==> src/rtl/spi_seq_pkg.sv <==
// spi_seq_pkg: shared definitions for the SPI transfer sequencer.
// Holds the spi_top register map, CTRL bit positions, response status
// codes, the sequencer FSM state encoding and two small helpers that
// build the CTRL word and the received-word mask.
package spi_seq_pkg;

  // spi_top register addresses (TX_0 and RX_0 share an address).
  localparam logic [4:0] SPI_TX_0   = 5'h00;
  localparam logic [4:0] SPI_RX_0   = 5'h00;
  localparam logic [4:0] SPI_CTRL   = 5'h10;
  localparam logic [4:0] SPI_DIVIDE = 5'h14;
  localparam logic [4:0] SPI_SS     = 5'h18;

  // CTRL bit positions.
  localparam int CTRL_GO     = 8;
  localparam int CTRL_RX_NEG = 9;
  localparam int CTRL_TX_NEG = 10;
  localparam int CTRL_LSB    = 11;

  typedef enum logic [1:0] {
    ST_OK      = 2'd0,
    ST_BUS_ERR = 2'd1,
    ST_TIMEOUT = 2'd2,
    ST_BAD_LEN = 2'd3
  } status_e;

  typedef enum logic [3:0] {
    S_IDLE     = 4'd0,
    S_CHK      = 4'd1,
    S_WR_DIV   = 4'd2,
    S_WR_TX    = 4'd3,
    S_WR_CTRL  = 4'd4,
    S_WR_SS    = 4'd5,
    S_WR_GO    = 4'd6,
    S_POLL_RD  = 4'd7,
    S_POLL_GAP = 4'd8,
    S_RD_RX    = 4'd9,
    S_WR_SSCLR = 4'd10,
    S_RESP     = 4'd11
  } state_e;

  // CTRL word: mode bits, GO, and the char length in [7:0] (32 -> 8'h20).
  function automatic logic [31:0] ctrl_word(input logic [2:0] mode,
                                            input logic [5:0] len,
                                            input logic       go);
    logic [31:0] w;
    w              = 32'h0000_0000;
    w[CTRL_LSB]    = mode[2];
    w[CTRL_TX_NEG] = mode[1];
    w[CTRL_RX_NEG] = mode[0];
    w[CTRL_GO]     = go;
    w[7:0]         = {2'b00, len};
    return w;
  endfunction

  // Low-len-bits mask; 33-bit arithmetic so len=32 gives all ones.
  function automatic logic [31:0] rx_mask(input logic [5:0] len);
    return 32'((33'd1 << len) - 33'd1);
  endfunction

endpackage

==> src/rtl/spi_seq_wb_port.sv <==
// spi_seq_wb_port: single-access Wishbone classic-cycle engine.
// A one-cycle start_i pulse (sampled while idle) latches we/adr/dat and
// raises cyc/stb; they stay stable until ack or err, and drop on the
// clock edge that samples the response. done_o/err_o flag that edge
// combinationally; rdata_o is the bus read data for the same cycle.
// Ports: clk_i, rst_ni (async active-low), start_i, we_i, adr_i, dat_i,
//        done_o, err_o, rdata_o, Wishbone master signals wb_*.
module spi_seq_wb_port (
  input  logic        clk_i,
  input  logic        rst_ni,
  input  logic        start_i,
  input  logic        we_i,
  input  logic [4:0]  adr_i,
  input  logic [31:0] dat_i,
  output logic        done_o,
  output logic        err_o,
  output logic [31:0] rdata_o,
  output logic [4:0]  wb_adr_o,
  output logic [31:0] wb_dat_o,
  output logic [3:0]  wb_sel_o,
  output logic        wb_we_o,
  output logic        wb_stb_o,
  output logic        wb_cyc_o,
  input  logic [31:0] wb_dat_i,
  input  logic        wb_ack_i,
  input  logic        wb_err_i
);

  logic        cyc_q, cyc_d;
  logic        we_q, we_d;
  logic [4:0]  adr_q, adr_d;
  logic [31:0] dat_q, dat_d;
  logic [3:0]  sel_q, sel_d;

  // Next-state for the bus cycle: open on start, close on ack/err.
  always_comb begin
    cyc_d = cyc_q;
    we_d  = we_q;
    adr_d = adr_q;
    dat_d = dat_q;
    sel_d = sel_q;
    if (cyc_q) begin
      if (wb_ack_i || wb_err_i) begin
        cyc_d = 1'b0;
        we_d  = 1'b0;
        sel_d = 4'h0;
      end else begin
        cyc_d = 1'b1;
      end
    end else if (start_i) begin
      cyc_d = 1'b1;
      we_d  = we_i;
      adr_d = adr_i;
      dat_d = dat_i;
      sel_d = 4'hf;
    end else begin
      cyc_d = 1'b0;
    end
  end

  // Bus output registers.
  always_ff @(posedge clk_i or negedge rst_ni) begin
    if (!rst_ni) begin
      cyc_q <= 1'b0;
      we_q  <= 1'b0;
      adr_q <= 5'h00;
      dat_q <= 32'h0000_0000;
      sel_q <= 4'h0;
    end else begin
      cyc_q <= cyc_d;
      we_q  <= we_d;
      adr_q <= adr_d;
      dat_q <= dat_d;
      sel_q <= sel_d;
    end
  end

  assign done_o   = cyc_q & wb_ack_i & ~wb_err_i;
  assign err_o    = cyc_q & wb_err_i;
  assign rdata_o  = wb_dat_i;
  assign wb_cyc_o = cyc_q;
  assign wb_stb_o = cyc_q;
  assign wb_we_o  = we_q;
  assign wb_adr_o = adr_q;
  assign wb_dat_o = dat_q;
  assign wb_sel_o = sel_q;

endmodule

==> src/rtl/spi_xfer_sequencer.sv <==
// spi_xfer_sequencer: Wishbone-master sequencer for spi_top.
// Accepts one request (tx word, length, divider, SS, mode), writes
// DIVIDE/TX_0/CTRL/SS/CTRL+GO, polls CTRL.BSY, reads RX_0, clears SS
// and returns the masked received word with a status code.
// Ports: wb_clk_i, wb_rst_i (async active-low); req_* request handshake;
//        rsp_* response handshake; wb_* Wishbone master to spi_top.
// Parameters: POLL_GAP idle cycles between polls, POLL_MAX poll limit.
// Optional: define SPI_SEQ_DIV_CACHE_EN to skip rewriting an unchanged
//           divider.
module spi_xfer_sequencer
  import spi_seq_pkg::*;
#(
  parameter int POLL_GAP = 4,
  parameter int POLL_MAX = 65535
) (
  input  logic        wb_clk_i,
  input  logic        wb_rst_i,
  input  logic        req_valid_i,
  output logic        req_ready_o,
  input  logic [31:0] req_tx_i,
  input  logic [5:0]  req_len_i,
  input  logic [15:0] req_div_i,
  input  logic [7:0]  req_ss_i,
  input  logic [2:0]  req_mode_i,
  output logic        rsp_valid_o,
  input  logic        rsp_ready_i,
  output logic [31:0] rsp_rx_o,
  output logic [1:0]  rsp_status_o,
  output logic [4:0]  wb_adr_o,
  output logic [31:0] wb_dat_o,
  input  logic [31:0] wb_dat_i,
  output logic [3:0]  wb_sel_o,
  output logic        wb_we_o,
  output logic        wb_stb_o,
  output logic        wb_cyc_o,
  input  logic        wb_ack_i,
  input  logic        wb_err_i
);

  state_e      state_q, state_d;
  logic        start_q, start_d;
  logic [31:0] tx_q, tx_d;
  logic [5:0]  len_q, len_d;
  logic [15:0] div_q, div_d;
  logic [7:0]  ss_q, ss_d;
  logic [2:0]  mode_q, mode_d;
  logic [15:0] poll_cnt_q, poll_cnt_d;
  logic [15:0] gap_cnt_q, gap_cnt_d;
  status_e     pend_q, pend_d;
  status_e     status_q, status_d;
  logic [31:0] rx_q, rx_d;
  logic        rsp_valid_q, rsp_valid_d;
  logic        req_ready_q, req_ready_d;

  logic        acc_we_s;
  logic [4:0]  acc_adr_s;
  logic [31:0] acc_dat_s;
  logic        done_s, err_s;
  logic [31:0] rdata_s;
  logic        div_hit_s;
  logic        len_bad_s;

  assign len_bad_s = (len_q == 6'd0) || (len_q > 6'd32);

`ifdef SPI_SEQ_DIV_CACHE_EN
  logic        div_vld_q, div_vld_d;
  logic [15:0] div_cache_q, div_cache_d;

  assign div_hit_s = div_vld_q && (div_cache_q == div_q);

  // Divider cache: filled by a clean DIVIDE write, dropped on any bus error.
  always_comb begin
    div_vld_d   = div_vld_q;
    div_cache_d = div_cache_q;
    if (err_s) begin
      div_vld_d = 1'b0;
    end else if (done_s && (state_q == S_WR_DIV)) begin
      div_vld_d   = 1'b1;
      div_cache_d = div_q;
    end else begin
      div_vld_d = div_vld_q;
    end
  end

  // Divider cache registers.
  always_ff @(posedge wb_clk_i or negedge wb_rst_i) begin
    if (!wb_rst_i) begin
      div_vld_q   <= 1'b0;
      div_cache_q <= 16'h0000;
    end else begin
      div_vld_q   <= div_vld_d;
      div_cache_q <= div_cache_d;
    end
  end
`else
  assign div_hit_s = 1'b0;
`endif

  // Access descriptor for the current state; latched by the port on start.
  always_comb begin
    acc_we_s  = 1'b0;
    acc_adr_s = 5'h00;
    acc_dat_s = 32'h0000_0000;
    case (state_q)
      S_WR_DIV:   begin acc_we_s = 1'b1; acc_adr_s = SPI_DIVIDE; acc_dat_s = {16'h0000, div_q}; end
      S_WR_TX:    begin acc_we_s = 1'b1; acc_adr_s = SPI_TX_0;   acc_dat_s = tx_q; end
      S_WR_CTRL:  begin acc_we_s = 1'b1; acc_adr_s = SPI_CTRL;   acc_dat_s = ctrl_word(mode_q, len_q, 1'b0); end
      S_WR_SS:    begin acc_we_s = 1'b1; acc_adr_s = SPI_SS;     acc_dat_s = {24'h000000, ss_q}; end
      S_WR_GO:    begin acc_we_s = 1'b1; acc_adr_s = SPI_CTRL;   acc_dat_s = ctrl_word(mode_q, len_q, 1'b1); end
      S_POLL_RD:  begin acc_we_s = 1'b0; acc_adr_s = SPI_CTRL;   acc_dat_s = 32'h0000_0000; end
      S_RD_RX:    begin acc_we_s = 1'b0; acc_adr_s = SPI_RX_0;   acc_dat_s = 32'h0000_0000; end
      S_WR_SSCLR: begin acc_we_s = 1'b1; acc_adr_s = SPI_SS;     acc_dat_s = 32'h0000_0000; end
      default:    begin acc_we_s = 1'b0; acc_adr_s = 5'h00;      acc_dat_s = 32'h0000_0000; end
    endcase
  end

  // Sequencer next-state; start_d pulses on entry to each access state.
  always_comb begin
    state_d     = state_q;
    start_d     = 1'b0;
    tx_d        = tx_q;
    len_d       = len_q;
    div_d       = div_q;
    ss_d        = ss_q;
    mode_d      = mode_q;
    poll_cnt_d  = poll_cnt_q;
    gap_cnt_d   = gap_cnt_q;
    pend_d      = pend_q;
    status_d    = status_q;
    rx_d        = rx_q;
    rsp_valid_d = rsp_valid_q;
    if (err_s) begin
      // A bus error abandons the sequence, SS clear included.
      state_d     = S_RESP;
      status_d    = ST_BUS_ERR;
      rsp_valid_d = 1'b1;
    end else begin
      case (state_q)
        S_IDLE: begin
          if (req_valid_i && req_ready_q) begin
            tx_d    = req_tx_i;
            len_d   = req_len_i;
            div_d   = req_div_i;
            ss_d    = req_ss_i;
            mode_d  = req_mode_i;
            state_d = S_CHK;
          end else begin
            state_d = S_IDLE;
          end
        end
        S_CHK: begin
          poll_cnt_d = 16'h0000;
          pend_d     = ST_OK;
          if (len_bad_s) begin
            state_d     = S_RESP;
            status_d    = ST_BAD_LEN;
            rsp_valid_d = 1'b1;
          end else if (div_hit_s) begin
            state_d = S_WR_TX;
            start_d = 1'b1;
          end else begin
            state_d = S_WR_DIV;
            start_d = 1'b1;
          end
        end
        S_WR_DIV:  begin if (done_s) begin state_d = S_WR_TX;   start_d = 1'b1; end else begin state_d = S_WR_DIV;  end end
        S_WR_TX:   begin if (done_s) begin state_d = S_WR_CTRL; start_d = 1'b1; end else begin state_d = S_WR_TX;   end end
        S_WR_CTRL: begin if (done_s) begin state_d = S_WR_SS;   start_d = 1'b1; end else begin state_d = S_WR_CTRL; end end
        S_WR_SS:   begin if (done_s) begin state_d = S_WR_GO;   start_d = 1'b1; end else begin state_d = S_WR_SS;   end end
        S_WR_GO:   begin if (done_s) begin state_d = S_POLL_RD; start_d = 1'b1; end else begin state_d = S_WR_GO;   end end
        S_POLL_RD: begin
          if (!done_s) begin
            state_d = S_POLL_RD;
          end else if (!rdata_s[CTRL_GO]) begin
            state_d = S_RD_RX;
            start_d = 1'b1;
          end else begin
            poll_cnt_d = poll_cnt_q + 16'd1;
            if (poll_cnt_d == 16'(POLL_MAX)) begin
              state_d = S_WR_SSCLR;
              start_d = 1'b1;
              pend_d  = ST_TIMEOUT;
            end else if (POLL_GAP == 0) begin
              state_d = S_POLL_RD;
              start_d = 1'b1;
            end else begin
              state_d   = S_POLL_GAP;
              gap_cnt_d = 16'(POLL_GAP - 1);
            end
          end
        end
        S_POLL_GAP: begin
          if (gap_cnt_q == 16'h0000) begin
            state_d = S_POLL_RD;
            start_d = 1'b1;
          end else begin
            gap_cnt_d = gap_cnt_q - 16'd1;
          end
        end
        S_RD_RX: begin
          if (done_s) begin
            rx_d    = rdata_s & rx_mask(len_q);
            state_d = S_WR_SSCLR;
            start_d = 1'b1;
          end else begin
            state_d = S_RD_RX;
          end
        end
        S_WR_SSCLR: begin
          if (done_s) begin
            state_d     = S_RESP;
            status_d    = pend_q;
            rsp_valid_d = 1'b1;
          end else begin
            state_d = S_WR_SSCLR;
          end
        end
        S_RESP: begin
          if (rsp_valid_q && rsp_ready_i) begin
            rsp_valid_d = 1'b0;
            state_d     = S_IDLE;
          end else begin
            state_d = S_RESP;
          end
        end
        default: begin
          state_d = S_IDLE;
        end
      endcase
    end
  end

  assign req_ready_d = (state_d == S_IDLE);

  // Sequencer state and request/response registers.
  always_ff @(posedge wb_clk_i or negedge wb_rst_i) begin
    if (!wb_rst_i) begin
      state_q     <= S_IDLE;
      start_q     <= 1'b0;
      tx_q        <= 32'h0000_0000;
      len_q       <= 6'd0;
      div_q       <= 16'h0000;
      ss_q        <= 8'h00;
      mode_q      <= 3'b000;
      poll_cnt_q  <= 16'h0000;
      gap_cnt_q   <= 16'h0000;
      pend_q      <= ST_OK;
      status_q    <= ST_OK;
      rx_q        <= 32'h0000_0000;
      rsp_valid_q <= 1'b0;
      req_ready_q <= 1'b0;
    end else begin
      state_q     <= state_d;
      start_q     <= start_d;
      tx_q        <= tx_d;
      len_q       <= len_d;
      div_q       <= div_d;
      ss_q        <= ss_d;
      mode_q      <= mode_d;
      poll_cnt_q  <= poll_cnt_d;
      gap_cnt_q   <= gap_cnt_d;
      pend_q      <= pend_d;
      status_q    <= status_d;
      rx_q        <= rx_d;
      rsp_valid_q <= rsp_valid_d;
      req_ready_q <= req_ready_d;
    end
  end

  spi_seq_wb_port u_port (
    .clk_i    (wb_clk_i),
    .rst_ni   (wb_rst_i),
    .start_i  (start_q),
    .we_i     (acc_we_s),
    .adr_i    (acc_adr_s),
    .dat_i    (acc_dat_s),
    .done_o   (done_s),
    .err_o    (err_s),
    .rdata_o  (rdata_s),
    .wb_adr_o (wb_adr_o),
    .wb_dat_o (wb_dat_o),
    .wb_sel_o (wb_sel_o),
    .wb_we_o  (wb_we_o),
    .wb_stb_o (wb_stb_o),
    .wb_cyc_o (wb_cyc_o),
    .wb_dat_i (wb_dat_i),
    .wb_ack_i (wb_ack_i),
    .wb_err_i (wb_err_i)
  );

  assign req_ready_o  = req_ready_q;
  assign rsp_valid_o  = rsp_valid_q;
  assign rsp_rx_o     = rx_q;
  assign rsp_status_o = status_q;

endmodule

==> config.mk <==
export PLATFORM = sky130hd
export DESIGN_NAME = spi_xfer_sequencer
export DESIGN_NICKNAME = d
export VERILOG_FILES = /design/src/rtl/spi_seq_pkg.sv /design/src/rtl/spi_seq_wb_port.sv /design/src/rtl/spi_xfer_sequencer.sv
export SDC_FILE = /design/constraint.sdc
export NUM_CORES = 1
export LEC_CHECK = 0
export ABC_AREA = 1
export CAP_MARGIN = 40
export CORE_MARGIN = 2
export CORE_UTILIZATION = 45
export CTS_CLUSTER_SIZE = 28
export DETAILED_ROUTE_END_ITERATION = 8
export MAX_ROUTING_LAYER = met4
export PLACE_DENSITY_LB_ADDON = 0.1
export SLEW_MARGIN = 10
export SYNTH_ARGS = -nofsm -noshare
export SYNTH_HDL_FRONTEND = slang
export SYNTH_SLANG_ARGS = --single-unit
==> constraint.sdc <==
create_clock -name wb_clk_i -period 5.8 [get_ports wb_clk_i]
set_input_delay 1.16 -clock wb_clk_i [delete_from_list [all_inputs] [get_ports wb_clk_i]]
set_output_delay 1.16 -clock wb_clk_i [all_outputs]
set_load 0.05 [all_outputs]
==> impl_metrics.yaml <==
outcome:
  status: "complete, no violations"
logic_synthesis:
  synth_compound_area_frac: 0.0602
  synth.distinct_cells: 40
  synth_fa_ha_area_frac: 0.00547
  ys_seq_area_frac: 0.484
  avgSynthCellArea_sq_um: 7.93
  synth.area.mux_share: 0.0615
  synth_area_sq_um: 9150
  synth_async_sr_flop_share: 1.00
  yosysWarnings: 0
  synth_xor_area_frac: 0.0163
  synth_edf_count: 0
  synth_top_family_by_area: "simple AND/OR/NAND/NOR gates"
  synthesis.instances: 1154
  synthSimpleGateAreaFrac: 0.313
  ys_seq_elements: 177
  synth_ff_type: "dfrtp_1"
placed_design:
  place_area_sq_um: 11200
  port_buffers: 180
  dp_slack_ps: 2310
  place_inst: 1571
  dp_hpwl_mm: 17.2
  gp_congestion: 0.909
sta:
  finalSetupViolations: 0
  finClkSkew_ps: 13.4
  layout_setup_ws_ps: 2770
  maxSlewHeadroom: 0.350
  setup_tns_ps: 0
  max_freq_mhz: 330
  rsz0062_at_grt: "false"
  worstMarginPinSlew_ps: 975
  period_needed_ps: 3030
  maxSlewViolCount: 0
  hold_viol_final: 0
  fin_crit_sh: 0.522
cts:
  root_buffer: "clkbuf_16"
  clk_path_buf_depth: 2
  cts_hold_buf: 0
  cts_resized: 0
  insertion_delay_ps: 440
  numClockSinks: 177
  clk_pin_slew_ps: 70
  postCtsSetupBuffers: 0
  h-tree-depth: 4
  cts_tree: "built"
  cts_inserted_buffers: 17
final_layout:
  syn_to_final_growth_pct: 28.8
  final_common_cell: "nand2_1"
  final_cell_mix: "356 x nand2_1, 179 x clkdlybuf4s50_1, 177 x dfrtp_1"
  fin_area_sq_um: 11800
  drive_gt1_frac: 0.0945
  layout.cells.non_filler: 1605
  nets: 1427
routing:
  vias_per_cell: 5.06
  vias: 8119
  wl_per_cell_um: 15.2
  first_iter_violations: 424
  routed_wl_mm: 24.3
  drc_errors: 0
  drt_first_pass_iters: 5
  antenna_left: 0
critical_path:
  critPathTopFamily: "simple AND/OR/NAND/NOR gates"
  crit_chain: "clkdlybuf4s50_1 -> nand2_1 -> nor2_1 -> nand2_1 -> nand2_1 -> o211ai_1 -> nor2_2 -> nand2_4 -> nand2_1 -> nand2_1"
  critical_path_class: "primary input to flip-flop"
  crit_path_end_kind: "flip-flop"
  cp_max_fo: 17
  critPathSlowestCell: "nor2_2"
  cpPeakStageDelay_ps: 620
  cp-start-kind: "primary input"
  worstPathBufferInverterCount: 1
  cp.arrival_ps: 3350
  worstPathRequired_ps: 6120
  critPathMostFrequentCell: "nand2_1"
job:
  cap_violations: 0
floorplanning:
  ios: 183
  die_x_um: 147
  fp.dieH_um: 147
  fp.dieArea_sq_um: 21500
  start_util: 0.455
  fp.coreArea_sq_um: 20100
  rows: 52
power:
  power_leakage_nw: 5.74
  p_per_area_nw_per_um2: 501
  irDropWorstVdd_v: 0.000231
grt:
  antenna_found_initial: 2
  grt_use_total: 0.237
  grt_max_degree: 178
  grt_overflow: 0
  grt_pass1_vias: 8020
  grt_pass1_wl_mm: 39.8
worst_hold_path:
  hp-class: "flip-flop to flip-flop"
[sequential cells by signal, summed over array words and instances, names as in the netlist, 2 cells and up]
name / cells
tx_q: 32
len_q: 6
gap_cnt_q: 16
state_q: 4
u_port.wb_dat_o: 32
rsp_status_o: 2
div_q: 16
rsp_rx_o: 32
mode_q: 3
poll_cnt_q: 16
u_port.wb_adr_o: 3
ss_q: 8
[routing by layer]
layer / track usage / vias up / wire length [um]
met1: 0.308 / 3777 / 11000
met2: 0.369 / 230 / 11400
met3: 0.0584 / 26 / 1540
li1: - / 4086 / -
met4: 0.0718 / 0 / 382
met5: - / - / 0
[synthesized netlist by cell type, types with 2 or more instances]
library cell    n  area [sq um]
o2111ai_1       6          52.6
dfrtp_1       177          4430
clkbuf_1       23          86.3
a21oi_1        21           105
nor2_4          3          33.8
nand3b_1        3          22.5
o21ai_1         4          20.0
o21ai_0        47           235
inv_2           9          33.8
nor4_1          2          12.5
buf_2          11          55.1
or2_2           3          18.8
clkinv_1        3          11.3
buf_4           7          52.6
xor2_1         10          87.6
inv_1          78           293
nand4_1        20           125
nand3_2         2          20.0
nand2_2         4          25.0
nor3_1         15          75.1
o211ai_1        3          22.5
nor2_2         10          62.6
nand3_1       106           531
o22ai_1        10          62.6
nor2_1        147           552
xnor2_1         7          61.3
ha_1            4          50.1
mux2_2         50           563
nand2_1       356          1340
a31oi_1         3          18.8
[final timing paths]
path	startpoint	end	slack [ps]	cells past startpoint
hold / removal	rsp_rx_o[31]	rsp_rx_o[31]	480	2
setup / recovery	wb_ack_i	gap_cnt_q[13]	2770	10
min in group asynchronous	wb_rst_i	poll_cnt_q[5]	840	2
setup reg to reg	len_q[5]	rsp_rx_o[8]	3020	12
hold reg to reg	rsp_rx_o[31]	rsp_rx_o[31]	480	2
max in group asynchronous	wb_rst_i	u_port.wb_dat_o[22]	4220	2
[tightest hold or removal path, delay by kind of cell (launching register included)]
family	cells	cell delay, ps
flops	1	340
simple gates	2	100
[cells by family (layout without fill, tap and decap cells)]
group                    Yosys count  in the layout
AND/OR/NAND/NOR                  675            675
other                              1              4
adder cells (fa/ha/maj)            4              4
AO/OA/AOI/OAI                     98             98
buffers and inverters            132            310
flip-flops                       177            177
XOR/XNOR                          17             17
multiplexers                      50             50
[power by group]
part           internal [mW]  switching (mW)  total [mW]  leakage (nW)
sequential              1.68           0.294        1.98          2.33
clock                  0.598           0.554        1.15         0.283
combinational          0.960            1.81        2.77          3.12
total                   3.24            2.66        5.90          5.74
[metrics by stage]
| step | utilization | power [mW] | hold slack, ps |
|---|---|---|---|
| floorplan | - | 3.89 | 463 |
| global placement | 0.555 | 4.74 | 464 |
| detailed placement | 0.557 | 4.78 | 465 |
| CTS | 0.586 | 5.94 | 483 |
| global route | 0.586 | 6.29 | 510 |
| finish | 0.586 | 5.90 | 480 |
[area by class of cell]
cell class | count | area (sq um)
repair buffers | 188 | 1900
flip-flops and latches | 177 | 4430
diodes | 2 | 5.00
well taps | 270 | 338
clock inverters | 13 | 140
multi-input cells | 846 | 4190
inverters | 90 | 338
fillers | 1878 | 8320
clock buffers | 19 | 453
Power figures use the tool's default switching activity.
